<file path="src/rtl/csi_addr_pack.sv">
// csi_addr_pack
//   Buffers CsI address events and streams one packed coordinate word per
//   channel. Sparse events emit only hit channels; dense events emit all NCH
//   channels in the legacy order. An empty sparse event still emits one
//   marker word so that the event boundary stays visible downstream.
//
// Optional feature: `CSI_ADDR_PACK_DROP_EN
//   When defined, in_ready stays high and events that arrive while the FIFO
//   is full are discarded and counted in drop_cnt, which saturates.
//   When undefined, back-pressure is lossless and drop_cnt is held at 0.
//
// Ports
//   clk, rst           clock, synchronous active-high reset
//   in_valid/in_ready  event handshake; in_ready = FIFO not full
//   addr               NCH 16-bit slots: x = slot[CW-1:0], y = slot[8+CW-1:8]
//   hit, flag, sparse  per-channel hit mask, global flag, mode (per event)
//   out_valid/out_ready word handshake
//   out_word           {rsvd=0, last, flag, hit, y, x}
//   out_chan           channel index of out_word
//   ev_count           completed events (wraps)
//   drop_cnt           dropped events (saturates; 0 without the macro)
//   dbg_state          current FSM state (0 = IDLE, 1 = EMIT)
//
// Handshakes: a transfer happens on a rising edge where valid and ready are
// both high. valid never depends on ready, and while valid is high and
// ready low the payload holds stable.

module csi_addr_pack #(
    parameter int NCH      = 16,
    parameter int CW       = 6,
    parameter int EV_DEPTH = 4
) (
    input  logic                    clk,
    input  logic                    rst,
    input  logic                    in_valid,
    output logic                    in_ready,
    input  logic [NCH*16-1:0]       addr,
    input  logic [NCH-1:0]          hit,
    input  logic                    flag,
    input  logic                    sparse,
    output logic                    out_valid,
    input  logic                    out_ready,
    output logic [2*CW+3:0]         out_word,
    output logic [$clog2(NCH)-1:0]  out_chan,
    output logic [15:0]             ev_count,
    output logic [15:0]             drop_cnt,
    output logic                    dbg_state
);

    localparam int CHW = $clog2(NCH);
    localparam int AW  = $clog2(EV_DEPTH);
    localparam int EW  = NCH*16 + NCH + 2;
    localparam int WW  = 2*CW + 4;

    typedef enum logic {S_IDLE = 1'b0, S_EMIT = 1'b1} state_t;

    // Lowest set bit of a mask; 0 for an empty mask.
    function automatic logic [CHW-1:0] lowest(input logic [NCH-1:0] m);
        logic [CHW-1:0] r;
        r = '0;
        for (int i = NCH-1; i >= 0; i--) begin
            if (m[i]) r = CHW'(i);
        end
        return r;
    endfunction

    // At most one bit left: the selected channel is the final one.
    function automatic logic is_last(input logic [NCH-1:0] m);
        return (m & (m - NCH'(1))) == '0;
    endfunction

    // ---------------- event FIFO ----------------
    logic [EW-1:0]  mem_q [EV_DEPTH];
    logic [AW-1:0]  wr_ptr_q, rd_ptr_q;
    logic [AW:0]    cnt_q;
    logic           full, empty, push, pop;
    logic [EW-1:0]  head;

    assign full  = (cnt_q == (AW+1)'(EV_DEPTH));
    assign empty = (cnt_q == '0);
    assign head  = mem_q[rd_ptr_q];

    // ---------------- working registers ----------------
    state_t           state_q, state_d;
    logic [NCH-1:0]   mask_q, mask_d;
    logic [NCH*16-1:0] addr_q, addr_d;
    logic [NCH-1:0]   hit_q, hit_d;
    logic             flag_q, flag_d;
    logic [15:0]      ev_count_q, ev_count_d;
    logic             out_valid_q;
    logic [WW-1:0]    out_word_q, out_word_d;
    logic [CHW-1:0]   out_chan_q, out_chan_d;

    logic             xfer, cur_last;
    logic [CHW-1:0]   cur_chan, nxt_chan;
    logic [15:0]      nxt_slot;

    assign xfer     = (state_q == S_EMIT) && out_ready;
    assign cur_chan = lowest(mask_q);
    assign cur_last = is_last(mask_q);
    // Pop when idle, or when the final word of an event transfers so the
    // next event starts without a bubble.
    assign pop      = !empty && ((state_q == S_IDLE) || (xfer && cur_last));

`ifdef CSI_ADDR_PACK_DROP_EN
    logic        drop;
    logic [15:0] drop_cnt_q;
    assign in_ready = !rst;
    // A pop on the same edge frees a slot, so that push is still accepted.
    assign push     = in_valid && (!full || pop);
    assign drop     = in_valid && full && !pop;
    always_ff @(posedge clk) begin
        if (rst)                            drop_cnt_q <= '0;
        else if (drop && drop_cnt_q != 16'hFFFF) drop_cnt_q <= drop_cnt_q + 16'd1;
    end
    assign drop_cnt = drop_cnt_q;
`else
    assign in_ready = !rst && !full;
    assign push     = in_valid && !full;
    assign drop_cnt = '0;
`endif

    always_ff @(posedge clk) begin
        if (push) mem_q[wr_ptr_q] <= {sparse, flag, hit, addr};
    end

    always_ff @(posedge clk) begin
        if (rst) begin
            wr_ptr_q <= '0;
            rd_ptr_q <= '0;
            cnt_q    <= '0;
        end else begin
            if (push) wr_ptr_q <= wr_ptr_q + AW'(1);
            if (pop)  rd_ptr_q <= rd_ptr_q + AW'(1);
            case ({push, pop})
                2'b10:   cnt_q <= cnt_q + (AW+1)'(1);
                2'b01:   cnt_q <= cnt_q - (AW+1)'(1);
                default: cnt_q <= cnt_q;
            endcase
        end
    end

    // ---------------- next state ----------------
    always_comb begin
        state_d    = state_q;
        mask_d     = mask_q;
        addr_d     = addr_q;
        hit_d      = hit_q;
        flag_d     = flag_q;
        ev_count_d = ev_count_q;
        if (xfer) begin
            mask_d = mask_q & ~(NCH'(1) << cur_chan);
            if (cur_last) begin
                ev_count_d = ev_count_q + 16'd1;
                state_d    = S_IDLE;
            end
        end
        if (pop) begin
            addr_d  = head[NCH*16-1:0];
            hit_d   = head[NCH*16 +: NCH];
            flag_d  = head[EW-2];
            mask_d  = head[EW-1] ? head[NCH*16 +: NCH] : '1;
            state_d = S_EMIT;
        end
    end

    // Output word is computed from the next working state so that it is
    // registered and ready on the same edge the selection advances.
    always_comb begin
        nxt_chan   = lowest(mask_d);
        nxt_slot   = addr_d[int'(nxt_chan)*16 +: 16];
        out_word_d = '0;
        out_chan_d = '0;
        if (state_d == S_EMIT) begin
            if (mask_d == '0) begin
                // empty sparse event marker
                out_word_d = {1'b0, 1'b1, flag_d, 1'b0, {(2*CW){1'b0}}};
            end else begin
                out_word_d = {1'b0, is_last(mask_d), flag_d, hit_d[nxt_chan],
                              nxt_slot[8 +: CW], nxt_slot[0 +: CW]};
                out_chan_d = nxt_chan;
            end
        end
    end

    always_ff @(posedge clk) begin
        if (rst) begin
            state_q     <= S_IDLE;
            mask_q      <= '0;
            addr_q      <= '0;
            hit_q       <= '0;
            flag_q      <= 1'b0;
            ev_count_q  <= '0;
            out_valid_q <= 1'b0;
            out_word_q  <= '0;
            out_chan_q  <= '0;
        end else begin
            state_q     <= state_d;
            mask_q      <= mask_d;
            addr_q      <= addr_d;
            hit_q       <= hit_d;
            flag_q      <= flag_d;
            ev_count_q  <= ev_count_d;
            out_valid_q <= (state_d == S_EMIT);
            out_word_q  <= out_word_d;
            out_chan_q  <= out_chan_d;
        end
    end

    assign out_valid = out_valid_q;
    assign out_word  = out_word_q;
    assign out_chan  = out_chan_q;
    assign ev_count  = ev_count_q;
    assign dbg_state = state_q;

endmodule

</file>
<file path="config.mk">
export PLATFORM = sky130hd
export DESIGN_NAME = csi_addr_pack
export DESIGN_NICKNAME = d
export VERILOG_FILES = /design/src/rtl/csi_addr_pack.sv
export SDC_FILE = /design/constraint.sdc
export NUM_CORES = 1
export LEC_CHECK = 0
export ABC_AREA = 1
export BUFFER_PORTS_ARGS = -buffer_cell sky130_fd_sc_hd__buf_2
export CAP_MARGIN = 20
export CORE_UTILIZATION = 47
export CTS_BUF_LIST = sky130_fd_sc_hd__clkbuf_16
export DETAILED_ROUTE_END_ITERATION = 7
export GPL_ROUTABILITY_DRIVEN = 0
export PLACE_DENSITY = 0.68
export REMOVE_ABC_BUFFERS = 1
export SLEW_MARGIN = 40
export SYNTH_ARGS = -nofsm -noshare
export SYNTH_HDL_FRONTEND = slang
export SYNTH_SLANG_ARGS = --single-unit
</file>
<file path="constraint.sdc">
create_clock -name clk -period 30.8 [get_ports clk]
set_clock_uncertainty 0.15 [all_clocks]
set_input_delay 3.08 -clock clk [delete_from_list [all_inputs] [get_ports clk]]
set_output_delay 3.08 -clock clk [all_outputs]
set_load 0.02 [all_outputs]
</file>
==> impl_metrics.tcl, run 1 <==
set metrics [dict create \
    worstHoldPathType "reg2reg" \
    clockBufferDepth 3 \
    ir_drop_uv 115 \
    ys.flop_type "edfxtp_1" \
    min_period_over_period_pct 28.3 \
    grt_max_degree 212 \
    setup_violations 0 \
    reg2reg_from "out_valid" \
    layout.nets 4100 \
    insertion_delay_ps 690 \
    finalSetupTns_ps 0 \
    cts_hold_buf 0 \
    cp_data_arrival_time_ps 9110 \
    port_buffers 251 \
    layout-drive-gt1-share_pct 12.9 \
    drt-total-wl_mm 109 \
    cts.sink_count 1110 \
    yosysTopAreaCell "edfxtp_1" \
    numCtsBuffers 111 \
    fin_util_pct 54.2 \
    initial_core_util_pct 47.6 \
    path_class "in2reg" \
    hold_viol 0 \
    ys_seq_area_share_pct 71.2 \
    clk_pin_slew_ps 60 \
    drtIter0Drc 2702 \
    synth-seq-cells 1110 \
    dieWidth_um 305 \
    yosys.area_share.simple_pct 12.0 \
    p_leak_nw 17.3 \
    num_rows 110 \
    antenna_found_initial 49 \
    cts_resized 0 \
    cts_tree "built" \
    vias_per_cell 5.73 \
    postRouteAntennaNets 0 \
    syn-instance-count 3675 \
    grt_pass1_wl_mm 167 \
    required_ps 31180 \
    dr.pass1.iters 6 \
    drc 0 \
    end_kind "flip-flop" \
    cp_max_fo 211 \
    grt_overflow 0 \
    crit_top_cell "nand2_1" \
    ctsHtreeMaxLevel 3 \
    track_usage_pct 23.4 \
    worst_pin_slew_ps 867 \
    min_path_cells 2 \
    syn_area_um2 43000 \
    power_mw 5.66 \
    cts_root_buf "clkbuf_16" \
    hold_start "rd_ptr_q[1]" \
    p_per_area_nw_per_um2 116 \
    die_h_um 305 \
    synth_compound_area_share_pct 12.9 \
    grt_pass1_vias 28200 \
    worst_path_max_delay_cell "buf_4" \
    synth_area_per_cell_um2 11.7 \
    drv_cap 0 \
    synth_top_family_by_area "compound AO/OA/AOI/OAI gates" \
    yosysTopAreaCellShare_pct 58.6 \
    synth_fa_ha_area_share_pct 0.221 \
    area_growth_pct 13.8 \
    muxShareOfSynthArea_pct 0.0262 \
    fmax_ghz 0.115 \
    io_pins 333 \
    async_flop_share_pct 0 \
    place_hpwl_mm 58.2 \
    routedWlPerCell_um 21.4 \
    ys_top_cells_by_area "edfxtp_1, dfxtp_1, o21ai_0, nor2_1, o221ai_1" \
    synth_xor_area_share_pct 0 \
    fin_crit_ps 8730 \
    core-area_um2 90300 \
    status "completed" \
    die-area_um2 92700 \
    vias 29300 \
    regToRegSetupSlack_ps 24050 \
    startpoint_type "primary input" \
    slew_headroom_pct 42.0 \
    drv_slew 0 \
    synthDistinctLibCells 48 \
    post_cts.repair.setup_buffers 0 \
    yosys_warnings 0 \
    synth-edff-count 840 \
    grt_setup_unrepaired "no" \
    reg2reg_depth 26 \
    critPathMaxStageDelay_ps 770 \
    reg2reg_to "out_word[2]" \
]
-- synth_stat cells (all sizes together) (2+ instances only) --
cell type	instances
a2111oi	2
a21oi	48
a31oi	6
buf	56
clkbuf	226
clkinv	2
dfxtp	270
edfxtp	840
ha	6
inv	87
nand2	231
nand3	293
nand4	5
nor2	701
nor3	10
nor4	3
o2111ai	2
o211ai	7
o21ai	656
o221ai	201
o22ai	10
o31ai	2
or2	2
-- cell usage in the layout, fill, tap and decap left out, drive strengths merged, types with 2 or more instances in the layout --
cell      synthesis  routed
nand2           231     231
buf              56     292
o21ai           656     656
clkinvlp          0       3
a2111oi           2       2
o31ai             2       2
inv              87     114
or2               2       2
dfxtp           270     270
clkbuf          226     117
edfxtp          840     840
a21oi            48      48
nand4             5       5
clkinv            2      52
nor2            701     701
nor4              3       3
conb              1      17
ha                6       6
a31oi             6       6
nor3             10      10
diode             0      18
nand3           293     293
o221ai          201     201
o211ai            7       7
bufinv            0      13
o22ai            10      10
o2111ai           2       2
-- flip-flops by register name, summed over array words and instances, names as in the netlist, named ones only --
register,flops
ev_count,16
out_word,15
wr_ptr_q,2
rd_ptr_q,2
hit_q,16
addr_q,192
cnt_q,3
mem_q,840
out_chan,4
flag_q,1
mask_q,16
out_valid,1
-- where the power goes --
part / internal [mW] / leakage, nW / switching [mW]
registers: 1.91 / 9.93 / 0.0829
logic: 0.619 / 5.46 / 1.71
clock network: 0.787 / 1.89 / 0.555
total: 3.32 / 17.3 / 2.35
-- metrics by stage --
stage	hold slack [ps]	setup WS [ps]	area [um2]	cells
after detailed placement	300	21190	45200	4876
after CTS	309	21910	48900	5085
after global placement	292	20940	45000	4872
after global routing	330	21320	49000	5097
final	304	22070	49000	5105
after floorplan	287	12970	41900	3409
-- how the worst max path moves through the flow --
stage,from,end,slack (ps)
after floorplan,flip-flop,out_word[12],12970
after global placement,out_ready,out_word[4],20940
after detailed placement,out_ready,out_word[4],21190
after CTS,out_ready,out_word[4],21910
after global routing,out_ready,out_word[4],21320
final,out_ready,out_word[2],22070
-- per-layer routing --
layer	track usage, %	routed length [um]	vias to the layer above	part of all wire [%]
met1	31.6	46500	14400	42
met3	4.76	8140	203	7.4
met4	7.39	2670	42	2.4
li1	-	-	13700	-
met2	37.9	51900	982	47
met5	0	258	-	0.24
-- layout make-up --
cell class / count / area, um2
fillers: 7560 / 41300
diodes: 18 / 45.0
well taps: 1176 / 1470
repair buffers: 293 / 1820
multi-input cells: 2210 / 11000
flip-flops and latches: 1110 / 30600
inverters: 89 / 378
clock inverters: 93 / 764
clock buffers: 116 / 2900
-- critical path, delay by kind of cell --
kind	cells	cell delay, ps
buf+inv	7	2290
simple gates	18	3270
compound gates	2	320
-- kinds of logic after synthesis --
logic type | after synthesis
other | 1
DFF | 1110
AOI/OAI and AO/OA | 938
adders and majority gates | 7
and+or+nand+nor | 1247
muxes | 1
buffers and inverters | 371
Power figures use the tool's default switching activity.
==> run 2: changes to the inputs <==
--- a/config.mk
+++ b/config.mk
@@ -12,7 +12,7 @@
 export CTS_BUF_LIST = sky130_fd_sc_hd__clkbuf_16
 export DETAILED_ROUTE_END_ITERATION = 7
 export GPL_ROUTABILITY_DRIVEN = 0
-export PLACE_DENSITY = 0.68
+export PLACE_DENSITY = 0.7
 export REMOVE_ABC_BUFFERS = 1
 export SLEW_MARGIN = 40
 export SYNTH_ARGS = -nofsm -noshare
==> constraint.sdc (replaced) <==
create_clock -name clk -period 7.6 [get_ports clk]
set_clock_uncertainty 0.15 [all_clocks]
set_input_delay 0.76 -clock clk [delete_from_list [all_inputs] [get_ports clk]]
set_output_delay 0.76 -clock clk [all_outputs]
set_load 0.02 [all_outputs]
==> impl_metrics.tcl, run 2 (same netlist as run 1, synthesis figures left out) <==
set metrics [dict create \
    met3_length_mm 8.19 \
    drv_slew 0 \
    layout_common_cells "edfxtp_1, nor2_1, o21ai_0" \
    insertion_delay_ps 680 \
    end_kind "flip-flop" \
    cts_root_buf "clkbuf_16" \
    drc 0 \
    crit_family "simple AND/OR/NAND/NOR gates" \
    initial_core_util_pct 47.6 \
    stdcell_area_um2 49000 \
    cts_hold_buf 0 \
    slew_headroom_pct 44.3 \
    drt-total-wl_mm 109 \
    grt_overflow 0 \
    startpoint_type "flip-flop" \
    worst_path_max_delay_cell "nor2_2" \
    place_area_um2 45300 \
    fin_crit_ps 5260 \
    grt_max_degree 206 \
    pre_cts_slack_ps 2020 \
    core-area_um2 90300 \
    ir_drop_uv 958 \
    largest_register "mem_q" \
    routedWlPerCell_um 21.2 \
    fin_ws_ps 2340 \
    worstHoldPathType "in2reg" \
    num_rows 110 \
    n_fill_cell 7509 \
    dieWidth_um 305 \
    port_buffers 251 \
    status "completed" \
    die-area_um2 92700 \
    drtIter0Drc 2735 \
    critPathBufInv 7 \
    vias_per_cell 5.74 \
    grt_setup_unrepaired "no" \
    worst_pin_slew_ps 835 \
    path_class "reg2reg" \
    vias 29400 \
    grt_pass1_vias 28400 \
    ctsHtreeMaxLevel 3 \
    wl_met1_mm 46.1 \
    antenna_found_initial 47 \
    critPathMaxStageDelay_ps 580 \
    post_cts.repair.setup_buffers 0 \
    p_per_area_nw_per_um2 466 \
    setup_violations 0 \
    highest_layer "met5" \
    cts_resized 0 \
    layout.nets 4106 \
    layout_commonest_cell "edfxtp_1" \
    drv_cap 0 \
    required_ps 8010 \
    grt_pass1_wl_mm 166 \
    p_leak_nw 17.3 \
    hold_viol 0 \
    fmax_ghz 0.190 \
    cp_max_fo 111 \
    io_pins 333 \
    clk_pin_slew_ps 60 \
    track_usage_pct 23.1 \
    place_hpwl_mm 57.7 \
    power_mw 22.8 \
    area_growth_pct 14.0 \
    fin_util_pct 54.3 \
    crit_top_cell "inv_2" \
    clockBufferDepth 3 \
    die_h_um 305 \
    largest_reg_flops 840 \
    cp_data_arrival_time_ps 5670 \
    numCtsBuffers 111 \
    cts.sink_count 1110 \
    dr.pass1.iters 6 \
    layout-drive-gt1-share_pct 13.0 \
    cts_tree "built" \
    route.met2.wl_mm 51.1 \
    min_period_over_period_pct 69.2 \
    top_regs "mem_q (840), addr_q (192)" \
    postRouteAntennaNets 0 \
]
==> run 2: cell count changes in the layout (fill, tap and decap cells not counted), sizes merged <==
| cell | previous run | this run |
|---|---|---|
| bufinv | 13 | 12 |
| diode | 18 | 20 |
| buf | 292 | 298 |
| clkbuf | 117 | 112 |
| inv | 114 | 115 |
| clkinvlp | 3 | 6 |
| clkinv | 52 | 56 |
==> run 2: report_power, final <==
group          switching [mW]  internal, mW  total (mW)
clock network            2.28          3.07        5.35
logic                    6.83          2.58        9.40
registers               0.330          7.75        8.08
==> run 2: worst paths after layout <==
check                            startpoint            end  slack, ps  depth (start not counted)
worst min register to register  rd_ptr_q[1]      flip-flop        310                          2
worst max-delay path              out_valid    out_word[6]       2340                         25
worst max register to register    out_valid    out_word[6]       2340                         25
worst min-delay path              addr[146]  mem_q[0][146]        140                          1
==> run 2: final cells by class <==
cell class / count / area (um2) / share of cell area (%)
Antenna cell: 20 / 50.0 / 0.102
Clock buffer: 111 / 2780 / 5.67
Clock inverter: 100 / 820 / 1.67
Inverter: 89 / 364 / 0.743
Multi-Input combinational cell: 2210 / 11000 / 22.4
Sequential cell: 1110 / 30600 / 62.5
Tap cell: 1176 / 1470 / 3.00
Timing Repair Buffer: 299 / 1940 / 3.96
==> run 2: per-layer routing <==
metal / track usage [%] / vias to the layer above
met2: 37.3 / 928
met5: 0 / -
li1: - / 13700
met4: 7.65 / 52
met3: 5.75 / 241
met1: 30.6 / 14400
==> run 2: worst register-to-register path: cells and delay by family (launching register included) <==
family                 cells  cell delay (ps)
AO/OA/AOI/OAI              3              600
buffers and inverters      7             1380
flip-flops                 1              430
AND/OR/NAND/NOR           15             2590
==> run 2: through the flow <==
step	hold slack [ps]	cells	setup TNS [ps]
after global placement	290	4875	0
after floorplan	287	3409	-4280540
final	137	5115	0
after global routing	94.7	5107	0
after CTS	83.8	5091	0
after detailed placement	300	4880	0
